<file path="src/rtl/hazard_ctrl_pkg.sv">
// Shared constants for the hazard controller: FSM encodings, default sizes
// and the per-cycle control bundle.
package hazard_ctrl_pkg;

  typedef enum logic [1:0] {
    ST_RUN       = 2'd0,
    ST_DIV_WAIT  = 2'd1,
    ST_DIV_ABORT = 2'd2
  } state_t;

  localparam int DIV_TIMEOUT_DEF = 40;
  localparam int CNT_W_DEF       = 32;

  typedef struct packed {
    logic stall_if;
    logic stall_id;
    logic stall_exe;
    logic stall_mem;
    logic flush_id;
    logic flush_exe;
    logic flush_mem;
    logic div_timeout_err;
  } ctrl_t;

  // Front end frozen while a bubble drains into EXE/MEM (load-use, divide).
  function automatic ctrl_t ctrl_hold_exe();
    ctrl_t c;
    c           = '0;
    c.stall_if  = 1'b1;
    c.stall_id  = 1'b1;
    c.stall_exe = 1'b1;
    c.flush_mem = 1'b1;
    return c;
  endfunction

endpackage

</file>
<file path="src/rtl/hazard_ctrl_if.sv">
// Hazard flags in, per-stage stall/flush controls out; slave side is hazard_ctrl.
interface hazard_ctrl_if #(
  parameter int CNT_W = hazard_ctrl_pkg::CNT_W_DEF
);
  import hazard_ctrl_pkg::*;

  // No valid/ready pair: every input is a level flag sampled each cycle, and
  // exe_div_start (request, level) / div_done (one-cycle ack) form the only
  // handshake; outputs answer in the same cycle.
  logic             hzd_exe_to_id_A;
  logic             hzd_mem_to_exe_A;
  logic             hzd_mem_to_exe_B;
  logic             id_jump;
  logic             exe_branch_taken;
  logic             exe_div_start;
  logic             div_done;
  logic             stall_if;
  logic             stall_id;
  logic             stall_exe;
  logic             stall_mem;
  logic             flush_id;
  logic             flush_exe;
  logic             flush_mem;
  logic             div_timeout_err;
  logic [CNT_W-1:0] stall_cnt;
  logic [CNT_W-1:0] flush_cnt;
  state_t           dbg_state;

  modport master (
    output hzd_exe_to_id_A, hzd_mem_to_exe_A, hzd_mem_to_exe_B, id_jump,
           exe_branch_taken, exe_div_start, div_done,
    input  stall_if, stall_id, stall_exe, stall_mem, flush_id, flush_exe,
           flush_mem, div_timeout_err, stall_cnt, flush_cnt, dbg_state
  );

  modport slave (
    input  hzd_exe_to_id_A, hzd_mem_to_exe_A, hzd_mem_to_exe_B, id_jump,
           exe_branch_taken, exe_div_start, div_done,
    output stall_if, stall_id, stall_exe, stall_mem, flush_id, flush_exe,
           flush_mem, div_timeout_err, stall_cnt, flush_cnt, dbg_state
  );

endinterface

</file>
<file path="src/rtl/hazard_ctrl_sat_counter.sv">
// Saturating up-counter with synchronous active-low clear; sticks at all-ones.
module sat_counter #(
  parameter int W = 32
) (
  input  logic         clk,
  input  logic         clr_n,
  input  logic         inc,
  output logic [W-1:0] cnt
);

  logic [W-1:0] cnt_q;
  logic [W-1:0] cnt_d;

  always_comb begin
    cnt_d = cnt_q;
    if (inc && (cnt_q != '1)) begin
      cnt_d = cnt_q + W'(1);
    end
  end

  always_ff @(posedge clk) begin
    if (!clr_n) begin
      cnt_q <= '0;
    end else begin
      cnt_q <= cnt_d;
    end
  end

  assign cnt = cnt_q;

endmodule

</file>
<file path="src/rtl/hazard_ctrl.sv">
// Pipeline hazard controller: Mealy stall/flush decode plus divider-wait FSM
// with watchdog. Optional performance counters under HZD_PERF_CNT_EN.
module hazard_ctrl
  import hazard_ctrl_pkg::*;
#(
  parameter int DIV_TIMEOUT = DIV_TIMEOUT_DEF,
  parameter int CNT_W       = CNT_W_DEF
) (
  input  logic         clk,
  input  logic         nrst,
  hazard_ctrl_if.slave bus
);

  localparam int WD_W = $clog2(DIV_TIMEOUT);
  localparam logic [WD_W-1:0] WD_LAST = WD_W'(DIV_TIMEOUT - 1);

  state_t           state_q, state_d;
  logic [WD_W-1:0]  wd_q, wd_d;
  ctrl_t            ctrl;
  logic [CNT_W-1:0] stall_cnt_w;
  logic [CNT_W-1:0] flush_cnt_w;

  always_comb begin
    state_d = state_q;
    wd_d    = wd_q;
    ctrl    = '0;
    case (state_q)
      ST_RUN: begin
        if (bus.exe_div_start) begin
          ctrl    = ctrl_hold_exe();
          state_d = ST_DIV_WAIT;
          wd_d    = '0;
        end else if (bus.hzd_mem_to_exe_A || bus.hzd_mem_to_exe_B) begin
          // Branch waits: it re-resolves next cycle with forwarded data.
          ctrl = ctrl_hold_exe();
        end else if (bus.exe_branch_taken) begin
          ctrl.flush_id  = 1'b1;
          ctrl.flush_exe = 1'b1;
        end else if (bus.hzd_exe_to_id_A) begin
          ctrl.stall_if  = 1'b1;
          ctrl.stall_id  = 1'b1;
          ctrl.flush_exe = 1'b1;
        end else if (bus.id_jump) begin
          ctrl.flush_id = 1'b1;
        end
      end
      ST_DIV_WAIT: begin
        if (bus.div_done) begin
          state_d = ST_RUN;
        end else begin
          ctrl = ctrl_hold_exe();
          wd_d = wd_q + WD_W'(1);
          if (wd_q == WD_LAST) begin
            state_d = ST_DIV_ABORT;
          end
        end
      end
      ST_DIV_ABORT: begin
        ctrl.flush_exe       = 1'b1;
        ctrl.flush_mem       = 1'b1;
        ctrl.div_timeout_err = 1'b1;
        state_d              = ST_RUN;
      end
      default: begin
        state_d = ST_RUN;
      end
    endcase
    // Reset cycle bubbles every stage regardless of the registered state.
    if (!nrst) begin
      ctrl           = '0;
      ctrl.flush_id  = 1'b1;
      ctrl.flush_exe = 1'b1;
      ctrl.flush_mem = 1'b1;
    end
  end

  always_ff @(posedge clk) begin
    if (!nrst) begin
      state_q <= ST_RUN;
      wd_q    <= '0;
    end else begin
      state_q <= state_d;
      wd_q    <= wd_d;
    end
  end

`ifdef HZD_PERF_CNT_EN
  logic stall_any;
  logic flush_any;

  assign stall_any = ctrl.stall_if | ctrl.stall_id | ctrl.stall_exe | ctrl.stall_mem;
  assign flush_any = nrst & (ctrl.flush_id | ctrl.flush_exe);

  sat_counter #(.W(CNT_W)) u_stall_cnt (
    .clk   (clk),
    .clr_n (nrst),
    .inc   (stall_any),
    .cnt   (stall_cnt_w)
  );

  sat_counter #(.W(CNT_W)) u_flush_cnt (
    .clk   (clk),
    .clr_n (nrst),
    .inc   (flush_any),
    .cnt   (flush_cnt_w)
  );
`else
  assign stall_cnt_w = '0;
  assign flush_cnt_w = '0;
`endif

  assign bus.stall_if        = ctrl.stall_if;
  assign bus.stall_id        = ctrl.stall_id;
  assign bus.stall_exe       = ctrl.stall_exe;
  assign bus.stall_mem       = ctrl.stall_mem;
  assign bus.flush_id        = ctrl.flush_id;
  assign bus.flush_exe       = ctrl.flush_exe;
  assign bus.flush_mem       = ctrl.flush_mem;
  assign bus.div_timeout_err = ctrl.div_timeout_err;
  assign bus.stall_cnt       = stall_cnt_w;
  assign bus.flush_cnt       = flush_cnt_w;
  assign bus.dbg_state       = state_q;

endmodule

</file>
<file path="src/flat_wrapper.sv">
// flat-port wrapper written by rule: the top's interface ports become plain ports
module hazard_ctrl_flat import hazard_ctrl_pkg::*;
#(
  parameter int DIV_TIMEOUT = DIV_TIMEOUT_DEF,
  parameter int CNT_W       = CNT_W_DEF
)
  (clk, nrst, bus_hzd_exe_to_id_A, bus_hzd_mem_to_exe_A, bus_hzd_mem_to_exe_B, bus_id_jump, bus_exe_branch_taken, bus_exe_div_start, bus_div_done, bus_stall_if, bus_stall_id, bus_stall_exe, bus_stall_mem, bus_flush_id, bus_flush_exe, bus_flush_mem, bus_div_timeout_err, bus_stall_cnt, bus_flush_cnt, bus_dbg_state);
  hazard_ctrl_if #(.CNT_W(CNT_W)) bus_i ();
  input  logic clk;
  input  logic nrst;
  input wire logic [$bits(bus_i.hzd_exe_to_id_A)-1:0] bus_hzd_exe_to_id_A;
  input wire logic [$bits(bus_i.hzd_mem_to_exe_A)-1:0] bus_hzd_mem_to_exe_A;
  input wire logic [$bits(bus_i.hzd_mem_to_exe_B)-1:0] bus_hzd_mem_to_exe_B;
  input wire logic [$bits(bus_i.id_jump)-1:0] bus_id_jump;
  input wire logic [$bits(bus_i.exe_branch_taken)-1:0] bus_exe_branch_taken;
  input wire logic [$bits(bus_i.exe_div_start)-1:0] bus_exe_div_start;
  input wire logic [$bits(bus_i.div_done)-1:0] bus_div_done;
  output wire logic [$bits(bus_i.stall_if)-1:0] bus_stall_if;
  output wire logic [$bits(bus_i.stall_id)-1:0] bus_stall_id;
  output wire logic [$bits(bus_i.stall_exe)-1:0] bus_stall_exe;
  output wire logic [$bits(bus_i.stall_mem)-1:0] bus_stall_mem;
  output wire logic [$bits(bus_i.flush_id)-1:0] bus_flush_id;
  output wire logic [$bits(bus_i.flush_exe)-1:0] bus_flush_exe;
  output wire logic [$bits(bus_i.flush_mem)-1:0] bus_flush_mem;
  output wire logic [$bits(bus_i.div_timeout_err)-1:0] bus_div_timeout_err;
  output wire logic [$bits(bus_i.stall_cnt)-1:0] bus_stall_cnt;
  output wire logic [$bits(bus_i.flush_cnt)-1:0] bus_flush_cnt;
  output wire logic [$bits(bus_i.dbg_state)-1:0] bus_dbg_state;
  assign bus_i.hzd_exe_to_id_A = bus_hzd_exe_to_id_A;
  assign bus_i.hzd_mem_to_exe_A = bus_hzd_mem_to_exe_A;
  assign bus_i.hzd_mem_to_exe_B = bus_hzd_mem_to_exe_B;
  assign bus_i.id_jump = bus_id_jump;
  assign bus_i.exe_branch_taken = bus_exe_branch_taken;
  assign bus_i.exe_div_start = bus_exe_div_start;
  assign bus_i.div_done = bus_div_done;
  assign bus_stall_if = bus_i.stall_if;
  assign bus_stall_id = bus_i.stall_id;
  assign bus_stall_exe = bus_i.stall_exe;
  assign bus_stall_mem = bus_i.stall_mem;
  assign bus_flush_id = bus_i.flush_id;
  assign bus_flush_exe = bus_i.flush_exe;
  assign bus_flush_mem = bus_i.flush_mem;
  assign bus_div_timeout_err = bus_i.div_timeout_err;
  assign bus_stall_cnt = bus_i.stall_cnt;
  assign bus_flush_cnt = bus_i.flush_cnt;
  assign bus_dbg_state = bus_i.dbg_state;
  hazard_ctrl #(.DIV_TIMEOUT(DIV_TIMEOUT), .CNT_W(CNT_W)) u_core (.clk(clk), .nrst(nrst), .bus(bus_i));
endmodule
</file>
<file path="config.mk">
export PLATFORM = sky130hd
export DESIGN_NAME = hazard_ctrl_flat
export DESIGN_NICKNAME = d
export VERILOG_FILES = /design/src/rtl/hazard_ctrl_pkg.sv /design/src/rtl/hazard_ctrl_if.sv /design/src/rtl/hazard_ctrl_sat_counter.sv /design/src/rtl/hazard_ctrl.sv /design/src/flat_wrapper.sv
export SDC_FILE = /design/constraint.sdc
export NUM_CORES = 1
export LEC_CHECK = 0
export ABC_CLOCK_PERIOD_IN_PS = 2200
export CORE_MARGIN = 2
export CORE_UTILIZATION = 65
export CTS_BUF_LIST = sky130_fd_sc_hd__clkbuf_8
export CTS_CLUSTER_DIAMETER = 100
export DETAILED_ROUTE_END_ITERATION = 10
export DONT_BUFFER_PORTS = 1
export GPL_TIMING_DRIVEN = 1
export HOLD_SLACK_MARGIN = 0.03
export PLACE_DENSITY = 0.81
export SLEW_MARGIN = 20
export SYNTH_ARGS = -nofsm -noshare
export SYNTH_HDL_FRONTEND = slang
export SYNTH_SLANG_ARGS = --single-unit
export TNS_END_PERCENT = 50
</file>
<file path="constraint.sdc">
create_clock -name clk -period 2.2 [get_ports clk]
set_input_delay 0.55 -clock clk [delete_from_list [all_inputs] [get_ports clk]]
set_output_delay 0.55 -clock clk [all_outputs]
set_load 0.005 [all_outputs]
</file>
==> results.md <==
Run:
- Max-cap violations in this run came to 0.

Logic synthesis:
- Sorting the synthesized cells by area gives the leading types as sky130_fd_sc_hd__buf_4 48%, sky130_fd_sc_hd__dfxtp_1 16%, sky130_fd_sc_hd__xnor2_1 3.4%.
- The total standard cell area after synthesis is 0.00103 mm^2.
- The register bit count reported by yosys is 8.
- In this run the biggest area consumer among cell types represents 48.3% of the synthesized area.
- After synthesis, the mean cell area works out to 8.08 um^2.
- The sequential fraction of the synthesis area is 15.6%.
- The Yosys step of the flow raised 0 warnings.
- The number of cells produced by synthesis is 127.
- The cell type with the highest aggregate area in the netlist is sky130_fd_sc_hd__buf_4.
- The distinct cell type count of the synthesized netlist is 30.

CTS:
- CTS built an H-tree with a depth of 1.
- After clock tree synthesis, the clock-pin slew on the worst setup and hold paths is 40 ps.
- The post-cts gate resize count is 0.
- The tree built by TritonCTS fans out to 8 sinks.
- After clock tree synthesis, the flow added hold-fix buffers numbering 0.
- CTS placed an instance of sky130_fd_sc_hd__clkbuf_8 at the clock tree root.
- The post-CTS repair timing setup buffer count is 0.
- The CTS tree is built.
- At the later pin of the worst-skew pair, clock insertion delay measures 230 ps.
- In this run the deepest clock path goes through 2 buffers.
- The number of clock buffers added by TritonCTS is 3.

STA:
- Setup repair after global routing left no endpoint under its margin.
- The total count of hold-check failures in the final report is 0.
- The maximum clock skew at final layout is 2.15 ps.
- The final critical path takes up 87.6% of the cycle.
- The setup TNS is 0 ps.
- The minimum clock period is 1930 ps.
- Derived from the worst setup path, the maximum achievable clock frequency is 519 MHz.
- The total of endpoints with negative setup slack in the final report is 0.
- The final-report max-slew violation count is 0.

Placed design:
- The final RePlAce weighted congestion is 0.749.
- The cell area reported after detailed placement is 776 um^2.
- In this run the tool buffered the top-level ports with 0 buffer cells.
- The count of placed standard cells including taps is 139.
- Detailed placement finished with a half-perimeter wire length of 1120 um.

Layout:
- The finished layout cell area is 817 um^2.
- The count of antenna diodes in the layout is 0.
- Cells with a size suffix above 1 make up 10.3% of the layout.
- The final layout contains 138 nets.
- From synthesis to final layout, the design area changed by -20.4%.
- Leaving out filler cells and counting taps, the final layout contains 142.
- The leading cell type in the layout, fill and taps excluded is sky130_fd_sc_hd__conb_1.
- Leaving out fill and tap cells, the most frequent cells in the layout are 65 x sky130_fd_sc_hd__conb_1, 8 x sky130_fd_sc_hd__nand2_1, 8 x sky130_fd_sc_hd__dfxtp_1, 7 x sky130_fd_sc_hd__nor2_1, 5 x sky130_fd_sc_hd__a21oi_1.

Global route:
- In the global route stage, overall resource usage came out at 13.0%.
- The pin count of the biggest net entering global routing is 12.
- The first global-routing pass estimated 1750 um of wire.
- The number of global-route vias before repair is 445.
- After global routing the overflow that remains totals 0.
- The number of antenna violations at the first check in global routing was 0.

Floorplanning:
- The number of primary I/O pins is 83.
- The overall die width is 43.7 um.
- The initial utilization of the core area, before any placement, comes to 68.9%.
- The die covers 0.00191 mm^2.
- The core region is 0.00149 mm^2.
- In this run the vertical extent of the chip is 43.7 um.
- The number of standard-cell rows in the floorplan is 14.

Routing:
- The total wire length is 1350 um.
- The total via count in the routed design is 577.
- The number of detailed-route iterations in the first pass is 4.
- In the final routed layout, each cell accounts on average for 9.53 um.
- The detailed router finished its first iteration with 3 violations.
- The post-route DRC violation count is 0.
- In this run the remaining antenna-violating nets after routing total 0.
- Dividing the detail-routed via count by the number of cells gives 4.06.

Power and ir drop:
- The power density of the placed cells is 476 mW/mm^2.
- IR analysis of the VDD net gives a maximum drop of 274 uV.
- The static leakage is 0.000448 uW.

Critical path:
- The kind of end point of the critical path is an output pin.
- The category of the most critical setup path is flip-flop to output pin.
- The kind of start point of the critical path is a flip-flop.
- The peak fanout along the critical path is 10.
- For the worst flop-to-flop path, the logic depth is 4.
- The setup slack of the most critical reg-to-reg path is 800 ps.
- The required time reported for the critical path endpoint is 1650 ps.
- For the worst setup path, the data arrival time is 1380 ps.

Min path:
- The class of the most critical hold timing path is primary input to flip-flop.
- The number of cells on the worst hold path is 2.

Run status:
- The run finished with clean final reports.
[final timing paths]
check | from | endpoint
setup / recovery | u_core.bus.dbg_state[0]$_SDFFE_PN0P_ | bus_stall_id
setup reg to reg | u_core.bus.dbg_state[1]$_SDFFE_PN0P_ | u_core.wd_q[2]$_SDFFE_PN0P_
hold / removal | nrst | u_core.bus.dbg_state[0]$_SDFFE_PN0P_
hold reg to reg | u_core.wd_q[5]$_SDFFE_PN0P_ | u_core.wd_q[5]$_SDFFE_PN0P_
[kinds of logic after synthesis]
family,share of synthesized area (%)
simple gates,17.9
fa+ha+maj,1.22
compound gates,10.4
mux,0.976
xor+xnor,3.41
flops,15.6
buf+inv,50.1
other cells,0.366
[metal layers]
layer / GRT usage (%) / routed length (um)
met3: 7.08 / 186
met2: 21.5 / 675
met1: 12.8 / 474
met4: 7.27 / 17
met5: 0 / 0
[cell usage after synthesis (all sizes together)]
master  count
a211oi      2
a21oi       6
a311oi      1
and3        1
and3b       1
buf        67
clkbuf      1
conb        1
dfxtp       8
ha          1
inv         1
mux2i       1
nand2       8
nand2b      2
nand3       1
nand4b      2
nor2        7
nor2b       2
nor3        2
nor3b       1
o21a        1
o21ai       5
or2         1
xnor2       4
[layout make-up]
| type | count | area (um^2) |
|---|---|---|
| Fill cell | 156 | 672 |
| Multi-Input combinational cell | 114 | 592 |
| Tap cell | 16 | 20.0 |
| Inverter | 1 | 3.75 |
| Clock buffer | 3 | 41.3 |
| Sequential cell | 8 | 160 |
[where the power goes]
group | total [uW] | leakage (uW) | switching, uW | internal (uW)
Combinational | 62.1 | 0.000361 | 46.1 | 16.0
Sequential | 152 | 0.0000647 | 4.44 | 148
Clock | 175 | 0.0000216 | 56.2 | 118
[through the flow]
stage	setup WS (ps)	hold slack (ps)	utilization (%)	total power [uW]
3_3_place_gp	494	507	52.1	213
5_1_grt	128	434	54.9	415
2_1_floorplan	421	485	-	296
6_report	273	435	54.9	389
3_5_place_dp	451	537	52.1	214
4_1_cts	264	430	54.9	393
[sequential cells by signal, summed over array words and instances, names as in the netlist]
| signal | cells |
|---|---|
| u_core.wd_q | 6 |
| u_core.bus.dbg_state | 2 |
[worst max-delay path, stage by stage, from the launching register on]
cell	delay, ps
sky130_fd_sc_hd__dfxtp_1	500
sky130_fd_sc_hd__nor3b_4	360
sky130_fd_sc_hd__a21oi_1	70
sky130_fd_sc_hd__nor2b_1	230
No activity file was read; power rests on OpenSTA's default activity.
